--- src/rtl/mem_arb_if.sv ---
// Bus bundle between the SISC requesters (fetch, data), the memory model and mem_arb.
// The arbiter attaches through the slave modport; the environment drives through master.
interface mem_arb_if #(
    parameter int AW = 16,
    parameter int DW = 32
);
    logic          if_req;
    logic [AW-1:0] if_addr;
    logic          if_gnt;
    logic          if_rvalid;
    logic [DW-1:0] if_rdata;

    logic          dm_req;
    logic          dm_we;
    logic [AW-1:0] dm_addr;
    logic [DW-1:0] dm_wdata;
    logic          dm_gnt;
    logic          dm_rvalid;
    logic [DW-1:0] dm_rdata;

    logic          mem_en;
    logic          mem_we;
    logic [AW-1:0] mem_addr;
    logic [DW-1:0] mem_wdata;
    logic [DW-1:0] mem_rdata;

    modport slave (
        input  if_req, if_addr, dm_req, dm_we, dm_addr, dm_wdata, mem_rdata,
        output if_gnt, if_rvalid, if_rdata, dm_gnt, dm_rvalid, dm_rdata,
        output mem_en, mem_we, mem_addr, mem_wdata
    );

    modport master (
        output if_req, if_addr, dm_req, dm_we, dm_addr, dm_wdata, mem_rdata,
        input  if_gnt, if_rvalid, if_rdata, dm_gnt, dm_rvalid, dm_rdata,
        input  mem_en, mem_we, mem_addr, mem_wdata
    );
endinterface

--- src/rtl/mem_arb.sv ---
// Unified-memory arbiter for SISC: fetch vs data path, one outstanding access at a time.
// Define MEM_ARB_STATS_EN to add saturating grant/stall statistics outputs.
module mem_arb #(
    parameter int AW         = 16,
    parameter int DW         = 32,
    parameter int MEM_LAT    = 2,
    parameter int STARVE_MAX = 4
) (
    input  logic          clk,
    input  logic          rst,
    mem_arb_if.slave      bus,
    output logic          busy
`ifdef MEM_ARB_STATS_EN
    ,
    output logic [15:0]   stat_if,
    output logic [15:0]   stat_dm,
    output logic [15:0]   stat_stall
`endif
);
    localparam int CW = (MEM_LAT > 1) ? $clog2(MEM_LAT) : 1;
    localparam int SW = $clog2(STARVE_MAX + 1);

    typedef enum logic [1:0] {IDLE, ACCESS, WAIT, RESP} state_t;

    state_t        state, state_nxt;
    logic [CW-1:0] cnt, cnt_nxt;
    logic [SW-1:0] starve_cnt;
    logic          win_if;
    logic          lat_we;
    logic [AW-1:0] lat_addr;
    logic [DW-1:0] lat_wdata;
    logic [DW-1:0] if_rdata_q;
    logic [DW-1:0] dm_rdata_q;
    logic          load;
    logic          capture;
    logic          pick_if;

    assign pick_if = bus.if_req && (!bus.dm_req || starve_cnt == SW'(STARVE_MAX));

    always_comb begin
        state_nxt = state;
        cnt_nxt   = cnt;
        load      = 1'b0;
        capture   = 1'b0;
        case (state)
            IDLE, RESP: begin
                if (bus.if_req || bus.dm_req) begin
                    load      = 1'b1;
                    state_nxt = ACCESS;
                end else begin
                    state_nxt = IDLE;
                end
            end
            ACCESS: begin
                state_nxt = WAIT;
                cnt_nxt   = CW'(MEM_LAT - 1);
            end
            WAIT: begin
                if (cnt == '0) begin
                    capture   = 1'b1;
                    state_nxt = RESP;
                end else begin
                    cnt_nxt = cnt - 1'b1;
                end
            end
            default: state_nxt = IDLE;
        endcase
    end

    always_ff @(posedge clk) begin
        if (rst) begin
            state      <= IDLE;
            cnt        <= '0;
            starve_cnt <= '0;
            win_if     <= 1'b0;
            lat_we     <= 1'b0;
            lat_addr   <= '0;
            lat_wdata  <= '0;
            if_rdata_q <= '0;
            dm_rdata_q <= '0;
        end else begin
            state <= state_nxt;
            cnt   <= cnt_nxt;
            if (load) begin
                win_if   <= pick_if;
                lat_we   <= !pick_if && bus.dm_we;
                lat_addr <= pick_if ? bus.if_addr : bus.dm_addr;
                if (!pick_if)
                    lat_wdata <= bus.dm_wdata;
            end
            // A dropped fetch request forgets any accumulated starvation.
            if (!bus.if_req)
                starve_cnt <= '0;
            else if (load) begin
                if (pick_if)
                    starve_cnt <= '0;
                else if (starve_cnt != SW'(STARVE_MAX))
                    starve_cnt <= starve_cnt + 1'b1;
            end
            if (capture && !lat_we) begin
                if (win_if)
                    if_rdata_q <= bus.mem_rdata;
                else
                    dm_rdata_q <= bus.mem_rdata;
            end
        end
    end

    assign bus.if_gnt    = (state == ACCESS) && win_if;
    assign bus.dm_gnt    = (state == ACCESS) && !win_if;
    assign bus.mem_en    = (state == ACCESS);
    assign bus.mem_we    = (state == ACCESS) && lat_we;
    assign bus.mem_addr  = lat_addr;
    assign bus.mem_wdata = lat_wdata;
    assign bus.if_rvalid = (state == RESP) && win_if;
    assign bus.dm_rvalid = (state == RESP) && !win_if;
    assign bus.if_rdata  = if_rdata_q;
    assign bus.dm_rdata  = dm_rdata_q;
    assign busy          = (state != IDLE);

`ifdef MEM_ARB_STATS_EN
    always_ff @(posedge clk) begin
        if (rst) begin
            stat_if    <= '0;
            stat_dm    <= '0;
            stat_stall <= '0;
        end else begin
            if (bus.if_gnt && stat_if != '1)
                stat_if <= stat_if + 1'b1;
            if (bus.dm_gnt && stat_dm != '1)
                stat_dm <= stat_dm + 1'b1;
            if ((bus.if_req || bus.dm_req) && !(bus.if_gnt || bus.dm_gnt) && stat_stall != '1)
                stat_stall <= stat_stall + 1'b1;
        end
    end
`endif
endmodule

--- src/flat_wrapper.sv ---
// flat-port wrapper written by rule: the top's interface ports become plain ports
module mem_arb_flat 
#(
    parameter int AW         = 16,
    parameter int DW         = 32,
    parameter int MEM_LAT    = 2,
    parameter int STARVE_MAX = 4
)
  (clk, rst, busy, bus_if_req, bus_if_addr, bus_dm_req, bus_dm_we, bus_dm_addr, bus_dm_wdata, bus_mem_rdata, bus_if_gnt, bus_if_rvalid, bus_if_rdata, bus_dm_gnt, bus_dm_rvalid, bus_dm_rdata, bus_mem_en, bus_mem_we, bus_mem_addr, bus_mem_wdata);
  mem_arb_if #(.AW(AW), .DW(DW)) bus_i ();
  input  logic clk;
  input  logic rst;
  output logic busy;
  input wire logic [$bits(bus_i.if_req)-1:0] bus_if_req;
  input wire logic [$bits(bus_i.if_addr)-1:0] bus_if_addr;
  input wire logic [$bits(bus_i.dm_req)-1:0] bus_dm_req;
  input wire logic [$bits(bus_i.dm_we)-1:0] bus_dm_we;
  input wire logic [$bits(bus_i.dm_addr)-1:0] bus_dm_addr;
  input wire logic [$bits(bus_i.dm_wdata)-1:0] bus_dm_wdata;
  input wire logic [$bits(bus_i.mem_rdata)-1:0] bus_mem_rdata;
  output wire logic [$bits(bus_i.if_gnt)-1:0] bus_if_gnt;
  output wire logic [$bits(bus_i.if_rvalid)-1:0] bus_if_rvalid;
  output wire logic [$bits(bus_i.if_rdata)-1:0] bus_if_rdata;
  output wire logic [$bits(bus_i.dm_gnt)-1:0] bus_dm_gnt;
  output wire logic [$bits(bus_i.dm_rvalid)-1:0] bus_dm_rvalid;
  output wire logic [$bits(bus_i.dm_rdata)-1:0] bus_dm_rdata;
  output wire logic [$bits(bus_i.mem_en)-1:0] bus_mem_en;
  output wire logic [$bits(bus_i.mem_we)-1:0] bus_mem_we;
  output wire logic [$bits(bus_i.mem_addr)-1:0] bus_mem_addr;
  output wire logic [$bits(bus_i.mem_wdata)-1:0] bus_mem_wdata;
  assign bus_i.if_req = bus_if_req;
  assign bus_i.if_addr = bus_if_addr;
  assign bus_i.dm_req = bus_dm_req;
  assign bus_i.dm_we = bus_dm_we;
  assign bus_i.dm_addr = bus_dm_addr;
  assign bus_i.dm_wdata = bus_dm_wdata;
  assign bus_i.mem_rdata = bus_mem_rdata;
  assign bus_if_gnt = bus_i.if_gnt;
  assign bus_if_rvalid = bus_i.if_rvalid;
  assign bus_if_rdata = bus_i.if_rdata;
  assign bus_dm_gnt = bus_i.dm_gnt;
  assign bus_dm_rvalid = bus_i.dm_rvalid;
  assign bus_dm_rdata = bus_i.dm_rdata;
  assign bus_mem_en = bus_i.mem_en;
  assign bus_mem_we = bus_i.mem_we;
  assign bus_mem_addr = bus_i.mem_addr;
  assign bus_mem_wdata = bus_i.mem_wdata;
  mem_arb #(.AW(AW), .DW(DW), .MEM_LAT(MEM_LAT), .STARVE_MAX(STARVE_MAX)) u_core (.clk(clk), .rst(rst), .bus(bus_i), .busy(busy));
endmodule
--- config.mk ---
export PLATFORM = sky130hd
export DESIGN_NAME = mem_arb_flat
export DESIGN_NICKNAME = d
export VERILOG_FILES = /design/src/rtl/mem_arb_if.sv /design/src/rtl/mem_arb.sv /design/src/flat_wrapper.sv
export SDC_FILE = /design/constraint.sdc
export NUM_CORES = 1
export LEC_CHECK = 0
export CORE_UTILIZATION = 44
export DETAILED_ROUTE_END_ITERATION = 6
export PLACE_DENSITY = 0.86
export REMOVE_ABC_BUFFERS = 1
export SLEW_MARGIN = 0
export SYNTH_ARGS = -nofsm -noshare
export SYNTH_HDL_FRONTEND = slang
export SYNTH_SLANG_ARGS = --single-unit
--- constraint.sdc ---
create_clock -name clk -period 2.7 [get_ports clk]
set_clock_uncertainty 0.15 [all_clocks]
set_input_delay 0.54 -clock clk [delete_from_list [all_inputs] [get_ports clk]]
set_output_delay 0.54 -clock clk [all_outputs]
set_load 0.05 [all_outputs]
==> impl_results.md, run 1 <==
* Net Sw Frac at 0.400
* CTS H-tree depth at 4
* GR Util All Layers at 0.257
* Clk slew on worst S/H paths at 0.06 ns
* Clock power frac at 0.296
* Core footprint at 9950 µm²
* WL/cell at 15.7 µm
* Sequential Power Share at 0.300
* Total CTS buffers at 17
* Post-route minimum period at around 2.5 ns
* Worst setup path category: flip-flop to primary output
* Max_cap viols at 0
* Final Util at 0.747
* Clock latency at the later pin of the worst-skew pair at 0.51 ns
* Worst Hold Class: input pin to flip-flop
* Vias per Instance at roughly 5.4
* Rel. slew slack at 0.164
* Starting Density at 0.460
* Mapped Area at about 4600 µm²
* Vias in the first global route at 4546
* IO Port Bufs at 219
* Clk root buf: clkbuf_8
* Internal at between 4000 and 5000 µW
* Die area at 10800 µm²
* Comb pwr share at 0.404
* Vias at 4858
* Num rows at 36
* Die Wd at 104 µm
* Die height at 104 µm
* Worst slew pin tran at 1.25 ns
* Initial antenna violation count at 0
* Post-synthesis sequential area ratio at 0.524
* Post-route DRC at 0
* Synthesized flop and latch total at 120
* CTS tree: built
* Hold depth at 2
* Layout area overhead at 62.3%
* First-pass GRT wire length at around 22000 µm
* Status: complete, no violations
* WL final at around 14000 µm
* Worst Reg-to-Reg Cells at 5
* Gr ovfl total at 0
* Crit path DAT at 1.82 ns
* # IOs at between 200 and 250
* Largest incremental delay on the critical path at 0.55 ns
* Setup TNS at 0 ns
* Final Slew Violations at 0
* Startpoint Class: flip-flop
* Total number of yosys warnings at 0
* Cell area after layout at 7440 µm²
* RSZ-0062 raised after global routing: false
* Final worst path period share at 0.929
* Worst Setup End Kind: primary output
* GPL Wtd Cong at 0.778
* Layout Cells excl Fill at 903
* Final-stage net count at 864
* Iter 0 DRT Violations at 358
* Syn_area_per_cell at 8.21 µm²
* Required @ worst endpoint at 2.01 ns
* Fmax at around 400 MHz
* Detail Route Antenna Nets at 0
* Post-DP Area at 6850 µm²
* Commonest non-fill, non-tap cell in the layout: clkdlybuf4s50_1
* Clk buf depth at 2
* Crit-path max FO at 4
* Cells after DPL at 871
* Final Hold Viols at 0
* Largest net degree at the start of global routing at 64
* Final Setup Violations at 0
* ANT cells at 0
* Post-DP HPWL at ~9200 µm
* Commonest non-fill, non-tap cells in the layout: clkdlybuf4s50_1 (211), nand2_1 (132), dfxtp_1 (120)
* Synthesized instance count at 558
* VDD IR max at about 0.60 mV
* Post-CTS Hold Buffers at 0
* Leak at 0.00263 µW
* Yosys cell types at 30
* CP max-delay cell: dlygate4sd2_1
* Clk sinks at 120
* NetSw at between 3000 and 4000 µW
* Crit path cell chain: inv_1 -> ha_1 -> nor2b_1 -> dlygate4sd2_1
* Share of layout cells above drive strength 1 at 0.0636
* DRT Pass-1 Iters at 5
* Pwr per Cell Area at 1020 nW/µm²
==> state kept, by name, summed over array words and instances, names as in the netlist, 2 cells and up <==
register and cells:
u_core.bus.if_rdata 32, u_core.bus.mem_wdata 32, u_core.bus.dm_rdata 32, u_core.bus.mem_addr 16, u_core.starve_cnt 3, u_core.state 2
==> what timing repair did <==
action	in CTS	in global routing
hold endpoints to repair	0	0
setup endpoints to repair	6	1
resized for setup	6	1
setup buffers	0	0
pin swaps	0	0
==> per-stage QoR <==
step,hold WS [ns],worst slack (ns),total power [µW]
5_1_grt,0.139,0.0913,7930
4_1_cts,0.144,0.0413,7630
3_3_place_gp,0.291,0.105,5300
6_report,0.157,0.191,7600
3_5_place_dp,0.296,-0.0408,5380
2_1_floorplan,0.299,-0.786,4200
==> Yosys cell counts (all sizes together) <==
master   number  share of area
a211oi        2         0.0033
a21bo         1         0.0022
a21oi       116           0.13
a22oi         1         0.0016
a32oi        17          0.032
and2          3         0.0041
and3          1         0.0014
buf          22          0.029
clkbuf       29          0.024
dfxtp       120           0.52
ha            6          0.016
inv           5         0.0041
nand2       132           0.11
nand2b        2         0.0027
nand3        50          0.055
nand3b        1         0.0016
nand4bb       1         0.0025
nor2          4         0.0033
nor2b         4         0.0055
nor3b         1         0.0016
nor4b         1         0.0033
nor4bb        1         0.0022
o21ai        34          0.037
o21bai        1         0.0025
or3           1         0.0014
or3b          1         0.0019
or4b          1         0.0022
==> cells by family after synthesis <==
kind of cell             count (synthesis)  synth area share
AND/OR/NAND/NOR                        204             0.196
AO/OA/AOI/OAI                          172             0.206
flip-flops                             120             0.524
buffers and inverters                   56            0.0571
adder cells (fa/ha/maj)                  6            0.0164
==> worst max-delay path: cells and delay by family (launching register included) <==
family	cells	cell delay [ns]
DFF	1	0.33
and+or+nand+nor	1	0.14
buffers and inverters	2	0.64
adders and majority gates	1	0.19
==> final cells by class <==
| class | instances | area, µm² |
|---|---|---|
| clock buffer | 21 | 449 |
| clock inverter | 11 | 146 |
| fill | 718 | 2520 |
| inverter | 5 | 18.8 |
| multi-input combinational | 382 | 1950 |
| sequential | 120 | 2400 |
| tap | 133 | 166 |
| timing repair buffer | 231 | 2300 |
==> power by group through the flow <==
stage	combinational (µW)	sequential (µW)	clock [µW]
finish	3070	2280	2250
global route	3250	2310	2370
CTS	3070	2270	2280
detailed placement	3080	2300	0
global placement	3010	2290	0
floorplan	982	3220	0
==> worst paths after layout <==
| check | slack (ns) | start | end |
|---|---|---|---|
| setup / recovery | 0.19 | u_core.state[1] | bus_dm_gnt |
| hold / removal | 0.16 | rst | u_core.bus.mem_addr[1] |
| setup reg to reg | 0.25 | u_core.state[0] | u_core.bus.mem_addr[10] |
| hold reg to reg | 0.30 | u_core.bus.if_rdata[9] | u_core.bus.if_rdata[9] |
==> routing by layer <==
layer | global-route usage | vias to the layer above | share of wire
met1 | 0.309 | 2267 | 0.41
li1 | - | 2317 | -
met2 | 0.437 | 256 | 0.50
met4 | 0.0908 | 0 | 0.013
met3 | 0.0727 | 18 | 0.079
met5 | 0 | - | 0
(Power assumes the default switching activity.)
==> run 2: changes to the inputs <==
- CORE_UTILIZATION: 44 -> 41
- PLACE_DENSITY: 0.86 -> 0.81
- clock period: 2.7 -> 2.85 ns (I/O delays scaled with it)
==> run 2 against run 1 <==
Hold slack better by 0.14 ns. Flip-flop and latch count is the same. Sequential share of layout area grew 0.065 points. Routed wire length grew 1.0%. Clock power shrank 8%. Clock-buffer cell count increased by 3. Critical path depth decreased by 1. Final area shrank 0.20%. First-iteration DRC count increased by 5.3%. Largest power group unchanged.
==> impl_results.md, run 2 (synthesis results as in run 1) <==
* First-pass GRT wire length at 22000 µm (-1.8%)
* WL/cell at 15.8 µm (+0.56%)
* Crit-path max FO at 4 (unchanged)
* Layout fillers at 847 (+18%)
* Post-route DRC at 0 (unchanged)
* Initial antenna violation count at 0 (unchanged)
* Final Setup Violations at 0 (unchanged)
* GR Util All Layers at 0.244 (-0.0132)
* Crit path cell chain: ha_1 -> nor2b_1 -> clkdlybuf4s50_1
* VDD IR max at 0.528 mV (-12%)
* Num rows at 38 (+5.6%)
* CTS tree: built
* Clk slew on worst S/H paths at 0.05 ns (about the same)
* Largest incremental delay on the critical path at 0.81 ns (+0.26 ns)
* Final Util at 0.685 (-0.0624)
* Crit path DAT at 2.01 ns (+0.19 ns)
* Fmax at 367 MHz
* Iter 0 DRT Violations at 377 (+5.3%)
* Worst Setup End Kind: primary output
* Vias at 4856 (-0.041%)
* Final Hold Viols at 0 (unchanged)
* Share of layout cells above drive strength 1 at 0.0600 (-0.00366)
* Total CTS buffers at 17 (unchanged)
* Clock latency at the later pin of the worst-skew pair at 0.52 ns (about the same)
* Post-route setup slack at 0.122 ns (-0.0686 ns)
* Worst slew pin tran at 1.22 ns (-0.0290 ns)
* Post-DP HPWL at 9400 µm (+1.7%)
* Final-stage net count at 861 (-0.35%)
* # IOs at 220 (unchanged)
* Multi-input gate area at 1950 µm² (unchanged)
* Starting Density at 0.423 (-0.0376)
* Die height at 108 µm (+3.5%)
* Worst path bufs/invs at 1 (-1)
* Leak at 0.00263 µW (about the same)
* Largest net degree at the start of global routing at 74 (+16%)
* Final worst path period share at 0.957
* Storage cell area at 2400 µm² (unchanged)
* Layout area overhead at 62.0%
* Core footprint at 10800 µm² (+8.9%)
* Detail Route Antenna Nets at 0 (unchanged)
* Clk buf depth at 2 (unchanged)
* RSZ-0062 raised after global routing: false
* Required @ worst endpoint at 2.13 ns (+0.12 ns)
* Setup TNS at 0 ns (unchanged)
* Status: complete, no violations
* Pwr per Cell Area at 961 nW/µm² (-6.0%)
* CTS H-tree depth at 4 (unchanged)
* Total power at 7130 µW (-6.2%)
* ANT cells at 0 (unchanged)
* Clk sinks at 120 (unchanged)
* Post-route minimum period at 2.73 ns
* Place WS at 0.0708 ns (+0.112 ns)
* WL final at 14300 µm (+1.0%)
* Die area at 11600 µm² (+7.2%)
* Die Wd at 108 µm (+3.5%)
* Commonest non-fill, non-tap cell in the layout: clkdlybuf4s50_1
* Clk root buf: clkbuf_8
* Worst setup path category: flip-flop to primary output
* Worst Hold Class: flip-flop to flip-flop
* Max_cap viols at 0 (unchanged)
* Commonest non-fill, non-tap cells in the layout: clkdlybuf4s50_1 (214), nand2_1 (132), dfxtp_1 (120)
* GPL Wtd Cong at 0.771 (-0.93%)
* CP max-delay cell: clkdlybuf4s50_1
* Startpoint Class: flip-flop
* Post-CTS Hold Buffers at 0 (unchanged)
* Vias per Instance at 5.35 (-0.48%)
* Crit path max-delay family: buffers and inverters
* IO Port Bufs at 219 (unchanged)
* Gr ovfl total at 0 (unchanged)
* DRT Pass-1 Iters at 5 (unchanged)
* Final Slew Violations at 0 (unchanged)
* Rel. slew slack at 0.183 (+0.0194)
* Vias in the first global route at 4616 (+1.5%)
[run 2: cell count changes in the layout (fill, tap and decap cells not counted), moves of 2 or more]
cell | previous run | this run
clkinv_2 | 3 | 5
buf_4 | 11 | 8
dlygate4sd2_1 | 6 | 1
clkbuf_8 | 3 | 6
clkinv_4 | 2 | 0
clkdlybuf4s50_1 | 211 | 214
dlymetal6s2s_1 | 1 | 3
[run 2: worst min-delay path, stage by stage, from the launching register on]
cell and delay [ns]:
dfxtp_1 0.30, nand2_1 0.05, a21oi_1 0.05
[run 2: where the power goes]
group / internal (µW) / switching (µW) / total, µW / leakage (µW)
sequential: 1970 / 183 / 2160 / 0.000977
clock: 1350 / 725 / 2080 / 0.000291
combinational: 963 / 1940 / 2900 / 0.00136
total: 4290 / 2840 / 7130 / 0.00263
[run 2: final timing paths]
path / from / endpoint / slack (ns) / cells past startpoint
max: u_core.state[0] / bus_dm_rvalid / 0.12 / 3
min: u_core.bus.dm_rdata[31] / u_core.bus.dm_rdata[31] / 0.30 / 2
max reg2reg: u_core.state[0] / u_core.bus.mem_addr[15] / 0.25 / 5
min reg2reg: u_core.bus.dm_rdata[31] / u_core.bus.dm_rdata[31] / 0.30 / 2
[run 2: stage by stage]
stage / hold WS (ns) / instance area, µm² / cells
final: 0.302 / 7420 / 907
after global placement: 0.291 / 6830 / 875
after CTS: 0.304 / 7410 / 907
after global routing: 0.321 / 7420 / 907
after floorplan: 0.299 / 4340 / 507
after detailed placement: 0.297 / 6830 / 875
[run 2: area by class of cell]
cell class,count,area share
inverters,5,0.00253
clock buffers,24,0.0661
multi-input cells,382,0.263
repair buffers,228,0.308
clock inverters,8,0.0125
well taps,140,0.0236
flip-flops and latches,120,0.324
[run 2: per-layer routing]
layer / routed length, µm / share of wire / vias up / global-route usage
met2: 6860 / 0.48 / 255 / 0.418
met4: 307 / 0.021 / 0 / 0.0949
met3: 1490 / 0.10 / 32 / 0.0975
li1: - / - / 2306 / -
met5: 0 / 0 / - / 0
met1: 5650 / 0.39 / 2263 / 0.268
[run 2: timing repair]
| action | CTS | global route |
|---|---|---|
| pin swaps | 0 | 0 |
| buffers inserted | 0 | 0 |
| gates resized for setup | 1 | 3 |
| cloned | 0 | 0 |
| endpoints found under the setup margin | 1 | 3 |
